==> config.mk <==
export PLATFORM = sky130hd
export DESIGN_NAME = pwm_capture
export DESIGN_NICKNAME = d
export VERILOG_FILES = /design/src/rtl/pwm_capture.sv
export SDC_FILE = /design/constraint.sdc
export NUM_CORES = 1
export LEC_CHECK = 0
export ABC_AREA = 1
export CAP_MARGIN = 5
export CORE_ASPECT_RATIO = 0.8
export CORE_MARGIN = 1
export CORE_UTILIZATION = 45
export CTS_CLUSTER_SIZE = 8
export DETAILED_ROUTE_END_ITERATION = 12
export PLACE_DENSITY = 0.64
export SKIP_LAST_GASP = 1
export SYNTH_ARGS = -nofsm -noshare
export SYNTH_HDL_FRONTEND = slang
export SYNTH_SLANG_ARGS = --single-unit
==> constraint.sdc <==
create_clock -name clk -period 5.3 [get_ports clk]
set_input_delay 1.06 -clock clk [delete_from_list [all_inputs] [get_ports clk]]
set_output_delay 1.06 -clock clk [all_outputs]
set_load 0.01 [all_outputs]
==> src/rtl/pwm_capture.sv <==
// Measures high time and rise-to-rise period of an asynchronous PWM input in
// prescaled ticks; one valid strobe per complete period, lost flags timeout.
module pwm_capture #(
  parameter int CTR_LEN = 16,
  parameter int DIV     = 1
) (
  input  logic               clk,
  input  logic               rst,
  input  logic               sig_in,
  output logic [CTR_LEN-1:0] high_cnt,
  output logic [CTR_LEN-1:0] period_cnt,
  output logic               valid,
  output logic               lost
);

  localparam int                 PRE_W    = (DIV > 1) ? $clog2(DIV) : 1;
  localparam logic [PRE_W-1:0]   PRE_LAST = PRE_W'(DIV - 1);
  localparam logic [CTR_LEN-1:0] CTR_MAX  = '1;

  typedef enum logic [1:0] {
    S_IDLE = 2'd0,
    S_HIGH = 2'd1,
    S_LOW  = 2'd2
  } state_t;

  logic               r_sync1;
  logic               r_sig_s;
  logic               r_sig_d;
  logic [PRE_W-1:0]   r_pre;
  logic [CTR_LEN-1:0] r_elapsed;
  logic [CTR_LEN-1:0] r_high_pend;
  state_t             r_state;

  logic               w_rise;
  logic               w_fall;
  logic               w_tick;
  logic               w_timeout;
  logic [PRE_W-1:0]   w_pre_base;
  logic [CTR_LEN-1:0] w_elapsed_base;

  assign w_rise = r_sig_s & ~r_sig_d;
  assign w_fall = ~r_sig_s & r_sig_d;

  // The rise cycle itself counts as the first cycle of the new interval, so
  // the value read at the next edge is floor(cycles/DIV) for the full interval.
  always_comb begin
    w_pre_base     = r_pre;
    w_elapsed_base = r_elapsed;
    if (w_rise) begin
      w_pre_base     = '0;
      w_elapsed_base = '0;
    end else begin
      w_pre_base     = r_pre;
      w_elapsed_base = r_elapsed;
    end
    w_tick    = (w_pre_base == PRE_LAST);
    w_timeout = (r_elapsed == CTR_MAX);
  end

  always_ff @(posedge clk) begin
    if (rst) begin
      r_sync1 <= 1'b0;
      r_sig_s <= 1'b0;
      r_sig_d <= 1'b0;
    end else begin
      r_sync1 <= sig_in;
      r_sig_s <= r_sync1;
      r_sig_d <= r_sig_s;
    end
  end

  // Elapsed saturates so an idle input can never wrap back into a valid range.
  always_ff @(posedge clk) begin
    if (rst) begin
      r_pre     <= '0;
      r_elapsed <= '0;
    end else begin
      if (w_tick) begin
        r_pre <= '0;
      end else begin
        r_pre <= w_pre_base + PRE_W'(1);
      end
      if (w_tick && (w_elapsed_base != CTR_MAX)) begin
        r_elapsed <= w_elapsed_base + CTR_LEN'(1);
      end else begin
        r_elapsed <= w_elapsed_base;
      end
    end
  end

  // Timeout takes priority over a coincident edge, capping the period at 2^N-2.
  always_ff @(posedge clk) begin
    if (rst) begin
      r_state     <= S_IDLE;
      r_high_pend <= '0;
      high_cnt    <= '0;
      period_cnt  <= '0;
      valid       <= 1'b0;
      lost        <= 1'b1;
    end else begin
      valid <= 1'b0;
      case (r_state)
        S_IDLE: begin
          if (w_rise) begin
            r_state <= S_HIGH;
          end else begin
            r_state <= S_IDLE;
          end
        end
        S_HIGH: begin
          if (w_timeout) begin
            r_state <= S_IDLE;
            lost    <= 1'b1;
          end else if (w_fall) begin
            r_high_pend <= r_elapsed;
            r_state     <= S_LOW;
          end else begin
            r_state <= S_HIGH;
          end
        end
        S_LOW: begin
          if (w_timeout) begin
            r_state <= S_IDLE;
            lost    <= 1'b1;
          end else if (w_rise) begin
            high_cnt   <= r_high_pend;
            period_cnt <= r_elapsed;
            valid      <= 1'b1;
            lost       <= 1'b0;
            r_state    <= S_HIGH;
          end else begin
            r_state <= S_LOW;
          end
        end
        default: begin
          r_state <= S_IDLE;
        end
      endcase
    end
  end

endmodule

Yosys cells after proc, flatten, opt, wreduce, memory -nomap -nowiden
Index checks and enable logic that the tools add are counted.

Word-level logic and storage cells: 48. Register bits after elaboration: 72. Output and inout bits: 34. Bits of input ports: 3.

Add/subtract/negate cells: 2. Bitwise operators: 7. Reduce and logical (&&, ||, !) cells: 8. Mux-type cells: 14. Eq/ne operators: 6.

Operators by type and width (count): 16-bit 2-to-1 mux (2); 16-bit by 1-bit adder with 16-bit output, second input constant (1); 16-bit equality test, second input constant (1); 16-bit != test, second input constant (1); 3-bit AND reduction (3); 2-bit 2-to-1 mux (4); 1-bit 2-to-1 mux (6); 2-bit one-hot mux with 3 select lines (1); 1-bit inverter (5); 3-bit != test, second input constant (1); 3-bit OR reduction (1); 1-bit bitwise AND (2); 2-bit by 1-bit equality test with 1-bit output, second input constant (1); 2-bit equality test, second input constant (1); 2-bit zero test (1); 2-bit != test, second input constant (1); 1-bit one-hot mux with 2 select lines (1); 2-bit nonzero test (1); 2-bit OR reduction (1); 1-bit adder, second input constant (1); 1-bit logical AND (1).

Depth between registers and ports, before layout
Gate-level depths: netlist of the first run.

Word-level depth: 6. Gate-level depth with buffers: 14. Mapped depth without buffers: 13.

Worst setup path before layout of the first run
Ideal clock, no wire load.

Path type: register -> register. Start: reg r_sig_s. End: reg r_elapsed[14]. Cell stages (with the launch flop): 14. Path buffers: 2. Slack: 3.467 ns. Setup time: 0.113 ns. Data required time: 5.187 ns. Clock period less this slack: 1.833 ns. Arrival time: 1.720 ns. Path through: dfxtp_1 > inv_1 > nor2_1 > buf_2 > nor2_1 > ha_1 > nand4_2 > nor2_4 > nand2_2 > nand2_4 > buf_6 > nand2_1 > nand2_1 > nor2_1.

Word-level cells in the longest chain between the ends: 5. Elaborated cells between the ends (all ways): 8. Classes of those cells: add/sub: 1; eq/ne: 1; mux: 3; bitwise: 2; reduce/logical: 1.

RTL lines: from (decl) (RTL line 27) `logic r_sig_s;`; from (signal assigned) (RTL line 67) `r_sig_s <= r_sync1;`; 1-bit bitwise AND * (RTL line 41) `assign w_rise = r_sig_s & ~r_sig_d;`; branches (longest 3 deep; another with 16-bit by 1-bit adder with 16-bit output); 16-bit 2-to-1 mux * (RTL line 83) `if (w_tick && (w_elapsed_base != CTR_MAX)) begin`; to (signal assigned) (RTL line 84) `r_elapsed <= w_elapsed_base + CTR_LEN'(1);`; to (signal assigned) (RTL line 86) `r_elapsed <= w_elapsed_base;`; to (decl) (RTL line 30) `logic [CTR_LEN-1:0] r_elapsed;`.

Mark *: on every way between the ends. A chain may end at the register's enable or synchronous reset.

Worst setup path after layout of the first run
Start: reg r_elapsed[5]. End: reg period_cnt[1].

Word-level cells in the longest chain between the ends: 3.

RTL lines: 16-bit equality test (RTL line 57) `w_timeout = (r_elapsed == CTR_MAX);`; 1-bit inverter (no source line); 3-bit AND reduction (no source line); to (signal assigned) (RTL line 127) `period_cnt <= r_elapsed;`; to (decl) (RTL line 11) `output logic [CTR_LEN-1:0] period_cnt,`.

Every way passes these cells.

==> flow_summary.toml, run 1 <==
[route]
wl_um = 8520
vias = 3221
avgRoutedWirePerCell_um = 13.5
drt_iter0_drc = 142
routed_via_density = 5.09
first_pass_iters = 8
drc_errors = 1
ant_nets = 0

[clock_tree]
cts_setup_buffers = 0
clockBufferDepth = 2
cts_tree = "yes"
cts_sinks = 72
cts_root_buf = "clkbuf_8"
numCtsBuffers = 9
cts_hold_buf = 0
cts_htree_levels = 3
clock_latency_ns = 0.35
clk_pin_slew_worst_paths_ns = 0.08
cts-resized-gates = 0

[hold_path]
hold_class = "flip-flop to flip-flop"
min_from = "r_sync1"
min_to = "r_sig_s"
hold_depth = 2

[yosys]
ys_seq_elements = 72
synthAdderAreaFrac_pct = 0.365
muxShareOfSynthArea_pct = 0
synthTopCellsByCount = "nand2_1, nor2_1, dfxtp_1, inv_1, nand4_1"
syn_inst = 503
synth.most_common_cell = "nand2_1"
synth_top_family_by_area = "simple AND/OR/NAND/NOR gates"
yosysWarningCount = 0
synth_area_leader_cell = "dfxtp_1"
syn_area_per_cell_um2 = 6.81
syn-cell-area_um2 = 3430
yosysTopAreaCellShare_pct = 42.1
synth-xor-area-share_pct = 0.767
synth_ff_type = "dfxtp_1"
ys_async_sr_fraction_pct = 0
yosys.area_share.simple_pct = 39.2
yosys-top-cells-area = "dfxtp_1, nand2_1, nor2_1, nand4_1, inv_1"
synthDistinctLibCells = 29
syn-num-nets = 507
synth_edf_count = 0
synth_seq_area_share_pct = 42.1
synth-compound-area-share_pct = 6.54

[timing]
max_slew_margin_pct = 41.6
setup_viol = 0
drv_slew = 0
totalNegativeSetupSlack_ns = 0
period_minus_slack_ns = 2.67
skew_ns = 0.00772
fmax_ghz = 0.375
finalHoldViolCount = 0
rsz0062_at_grt = "no"
worst_slew_pin_slew_ns = 0.873
hold_ws_ns = 0.415
min_period_over_period_pct = 50.3

[floorplan]
boundaryPins = 37
coreArea_um2 = 7390
die_area_um2 = 7970
die_w_um = 99.6
initial_core_util_pct = 46.4
die_h_um = 80.1
std_cell_rows = 28

[worst_setup_path]
timing.rr.start = "r_elapsed[5]"
r2r_setup_slack_ns = 2.63
crit_path_end_kind = "flip-flop"
r2r_cells = 8
path_cells = "nand2_1 > inv_2 > nand3_1 > nor2_1 > nand3_2 > nand3_2 > nand2_1 > a21oi_1"
r2r-end = "period_cnt[1]"
worstSetupPathType = "flip-flop to flip-flop"
arrival_ns = 2.92
cp_slowest_cell = "nand3_2"
cp_top_family = "simple AND/OR/NAND/NOR gates"
start_kind = "flip-flop"
worstPathRequired_ns = 5.56
crit_buf_inv = 1
cp_max_fo = 37
max_stage_delay_ns = 0.78

[cells_and_area]
n_fill_cell = 752
drive_above_1_share_pct = 8.14
syn2layout_area_growth_pct = 17.1
diodes = 0
nets = 527

[placed_design]
io_buffers = 36
finalWeightedCongestion = 0.867
place_hpwl_um = 5390

[power_and_ir_drop]
p_leak_nw = 1.66
peakVddDrop_mv = 0.166
power.density_nw_per_um2 = 278

[grt]
grt_pass1_vias = 3064
grt_overflow = 0
antenna_found_initial = 0
grt_pass1_wl_um = 14500
track_usage_pct = 23.6
grt_max_degree = 39

[outcome]
run_status = "finished with violations"
violations = "DRC"

[job]
maxCapViolCount = 0
## metrics by stage
stage / util [%] / instances / total power, mW / instance area (um2) / setup slack (ns)
after floorplan: - / 503 / 0.614 / 3430 / 3.47
after global placement: 51.2 / 617 / 0.629 / 3780 / 2.41
after detailed placement: 51.2 / 617 / 0.630 / 3780 / 2.38
after CTS: 54.3 / 633 / 1.12 / 4010 / 2.62
after global routing: 54.3 / 633 / 1.15 / 4010 / 2.34
final: 54.3 / 633 / 1.12 / 4010 / 2.63
## cells by family after synthesis
group           Yosys count
other cells               1
simple gates            297
xor+xnor                  3
flops                    72
compound gates           42
buf+inv                  87
fa+ha+maj                 1
## cell usage in the layout (no fill, tap or decap), types with 3 or more instances in the layout
cell type | Yosys | final
nand2_1 | 128 | 128
nor2_1 | 81 | 79
dfxtp_1 | 72 | 72
inv_1 | 52 | 52
nand4_1 | 41 | 41
a21oi_1 | 36 | 36
clkdlybuf4s50_1 | 0 | 36
nand3_1 | 26 | 26
clkbuf_8 | 0 | 10
inv_2 | 5 | 5
nand2_2 | 4 | 4
nor3_1 | 4 | 4
nor2_2 | 1 | 3
nand3_2 | 3 | 3
nand3b_1 | 3 | 3
a21oi_2 | 3 | 3
clkinvlp_4 | 0 | 3
buf_4 | 4 | 3
## worst reg2reg max path, delay by kind of cell, from the launching register on
family	cells	cell delay (ns)
AO/OA/AOI/OAI	1	0.17
buffers and inverters	1	0.10
flip-flops	1	0.50
AND/OR/NAND/NOR	6	1.81
## how the worst max path moves through the flow
stage,depth (start not counted),to,start,slack [ns]
after CTS,6,period_cnt[1],r_elapsed[8],2.62
after global routing,6,period_cnt[9],r_elapsed[8],2.34
after detailed placement,4,r_high_pend[9],rst,2.38
after floorplan,13,r_elapsed[14],r_sig_s,3.47
after global placement,4,r_high_pend[0],rst,2.41
final,8,period_cnt[1],r_elapsed[5],2.63
## per-layer routing
layer	wire, um	track usage, %	part of all wire (%)
met1	4090	30.3	48
met3	461	4.87	5.4
met4	193	10.9	2.3
met5	0	0	0
met2	3770	38.3	44
## state kept, by name, summed over array words and instances (netlist names)
| signal | cells |
|---|---|
| high_cnt | 16 |
| r_high_pend | 16 |
| period_cnt | 16 |
| r_sig_s | 1 |
| r_sig_d | 1 |
| lost | 1 |
| r_sync1 | 1 |
| valid | 1 |
| r_pre | 1 |
| r_elapsed | 16 |
| r_state | 2 |
## report_power, final
part / leakage, nW / switching (mW) / internal (mW)
Clock: 0.105 / 0.218 / 0.279
Sequential: 0.583 / 0.0139 / 0.548
Combinational: 0.967 / 0.0404 / 0.0161
## cell type report
class | instances | area, um2 | share of cell area (%)
timing repair buffer | 39 | 383 | 9.54
inverter | 57 | 214 | 5.33
tap | 105 | 131 | 3.27
sequential | 72 | 1440 | 35.9
clock buffer | 10 | 138 | 3.43
multi-input combinational | 344 | 1610 | 40.2
clock inverter | 6 | 91.3 | 2.28
Power figures use the tool's default switching activity.
==> run 2: changes to the inputs <==
--- a/config.mk
+++ b/config.mk
@@ -12,7 +12,7 @@
 export CORE_UTILIZATION = 45
 export CTS_CLUSTER_SIZE = 8
 export DETAILED_ROUTE_END_ITERATION = 12
-export PLACE_DENSITY = 0.64
+export PLACE_DENSITY = 0.66
 export SKIP_LAST_GASP = 1
 export SYNTH_ARGS = -nofsm -noshare
 export SYNTH_HDL_FRONTEND = slang
==> constraint.sdc (replaced) <==
create_clock -name clk -period 2.2 [get_ports clk]
set_input_delay 0.44 -clock clk [delete_from_list [all_inputs] [get_ports clk]]
set_output_delay 0.44 -clock clk [all_outputs]
set_load 0.01 [all_outputs]
==> flow_summary.toml, run 2 (synthesis results as in run 1) <==
[floorplan]
die_h_um = 80.1
std_cell_rows = 28
boundaryPins = 37
die_w_um = 99.6
initial_core_util_pct = 46.4
coreArea_um2 = 7390
die_area_um2 = 7970

[timing]
fmax_ghz = 0.505
setup_viol = 0
min_period_over_period_pct = 90.1
drv_slew = 0
hold_ws_ns = 0.442
totalNegativeSetupSlack_ns = 0
worst_slew_pin_slew_ns = 0.526
skew_ns = 0.00879
period_minus_slack_ns = 1.98
max_slew_margin_pct = 64.9
rsz0062_at_grt = "no"
finalHoldViolCount = 0

[cells_and_area]
diodes = 0
fin_cells = 649
nets = 543
stdcell_area_um2 = 4150
multiInputGateArea_um2 = 1630
n_fill_cell = 708
regArea_um2 = 1440
mostFrequentLayoutCell = "nand2_1"
drive_above_1_share_pct = 10.8
syn2layout_area_growth_pct = 21.0
layout_common_cells = "nand2_1, nor2_1, dfxtp_1"

[placed_design]
dp_cells = 633
finalWeightedCongestion = 0.982
placed_area_um2 = 3930
io_buffers = 36
place_hpwl_um = 5940

[route]
ant_nets = 0
wl_um = 8800
drc_errors = 1
first_pass_iters = 8
vias = 3312
avgRoutedWirePerCell_um = 13.6
drt_iter0_drc = 254
routed_via_density = 5.10

[worst_setup_path]
crit_path_end_kind = "flip-flop"
cpMostUsedCell = "nor2_1"
cp_max_fo = 22
cp_top_family = "simple AND/OR/NAND/NOR gates"
start_kind = "flip-flop"
cp_slowest_cell = "dfxtp_1"
max_stage_delay_ns = 0.37
worstSetupPathType = "flip-flop to flip-flop"
arrival_ns = 2.23
worstPathRequired_ns = 2.45
path_cells = "inv_2 > nand2_4 > buf_4 > nand3_1 > inv_1 > nand2_1 > nor2_1 > nand2_4 > nand2_8 > inv_1 > nor2_1 > nor2_1"
crit_buf_inv = 4

[power_and_ir_drop]
p_leak_nw = 1.76
p_int_mw = 1.91
swShare_pct = 26.4
pwr-share-clk_pct = 42.0
p_sw_mw = 0.684
power.density_nw_per_um2 = 625
p_total_mw = 2.59
peakVddDrop_mv = 0.337
p_comb_share_pct = 6.1
p_seq_share_pct = 51.9

[outcome]
run_status = "finished with violations"
violations = "DRC"

[clock_tree]
cts_sinks = 72
cts_hold_buf = 0
clk_pin_slew_worst_paths_ns = 0.08
clock_latency_ns = 0.35
cts_tree = "yes"
numCtsBuffers = 9
clockBufferDepth = 2
cts_root_buf = "clkbuf_8"
cts_htree_levels = 3

[grt]
grt_overflow = 0
track_usage_pct = 23.8
grt_max_degree = 39
grt_pass1_wl_um = 14400
antenna_found_initial = 0
grt_pass1_vias = 2947

[job]
maxCapViolCount = 0

[hold_path]
hold_class = "flip-flop to flip-flop"
==> run 2: cell count changes in the layout (fill, tap and decap cells not counted), moves of 2 or more <==
| cell | previous run | this run |
|---|---|---|
| buf_4 | 3 | 17 |
| buf_12 | 0 | 2 |
| clkinv_4 | 0 | 2 |
| clkinvlp_4 | 3 | 1 |
==> run 2: cell type report <==
type / count / area share (%)
timing repair buffer: 55 / 12.7
clock buffer: 9 / 2.99
sequential: 72 / 34.8
multi-input combinational: 344 / 39.3
tap: 105 / 3.17
clock inverter: 7 / 1.93
inverter: 57 / 5.16
==> run 2: power groups by stage <==
| stage | logic (mW) | registers (mW) | clock network [mW] |
|---|---|---|---|
| floorplan | 0.113 | 1.37 | 0 |
| global placement | 0.153 | 1.38 | 0 |
| detailed placement | 0.157 | 1.38 | 0 |
| CTS | 0.157 | 1.35 | 1.11 |
| global route | 0.179 | 1.35 | 1.17 |
| finish | 0.159 | 1.35 | 1.09 |
==> run 2: tightest hold or removal path, stage by stage, from the launching register on <==
cell and delay [ns]:
dfxtp_1 0.30, inv_1 0.05, nor2_1 0.05
==> run 2: per-stage QoR <==
stage,setup WS [ns],util (%)
floorplan,0.367,-
global placement,0.215,53.1
detailed placement,0.141,53.1
CTS,0.114,55.9
global route,0.0178,56.1
finish,0.218,56.1
==> run 2: timing repair <==
action | in CTS | in global routing
setup buffers | 0 | 0
setup endpoints to repair | 0 | 3
gates resized for setup | 0 | 2
==> run 2: final timing paths <==
| path | cells past startpoint | to | slack [ns] | startpoint |
|---|---|---|---|---|
| max | 12 | r_elapsed[0] | 0.22 | r_sig_d |
| min | 2 | r_sig_s | 0.44 | r_sync1 |
| max reg2reg | 12 | r_elapsed[0] | 0.22 | r_sig_d |
| min reg2reg | 2 | r_sig_s | 0.44 | r_sync1 |
==> run 2: routing by layer <==
layer / up-vias / track usage (%) / share of wire (%)
met3: 19 / 5.48 / 6.7
met5: - / 0 / 0
met2: 92 / 38.0 / 46
li1: 1674 / - / -
met1: 1527 / 31.3 / 46
met4: 0 / 9.26 / 2.2
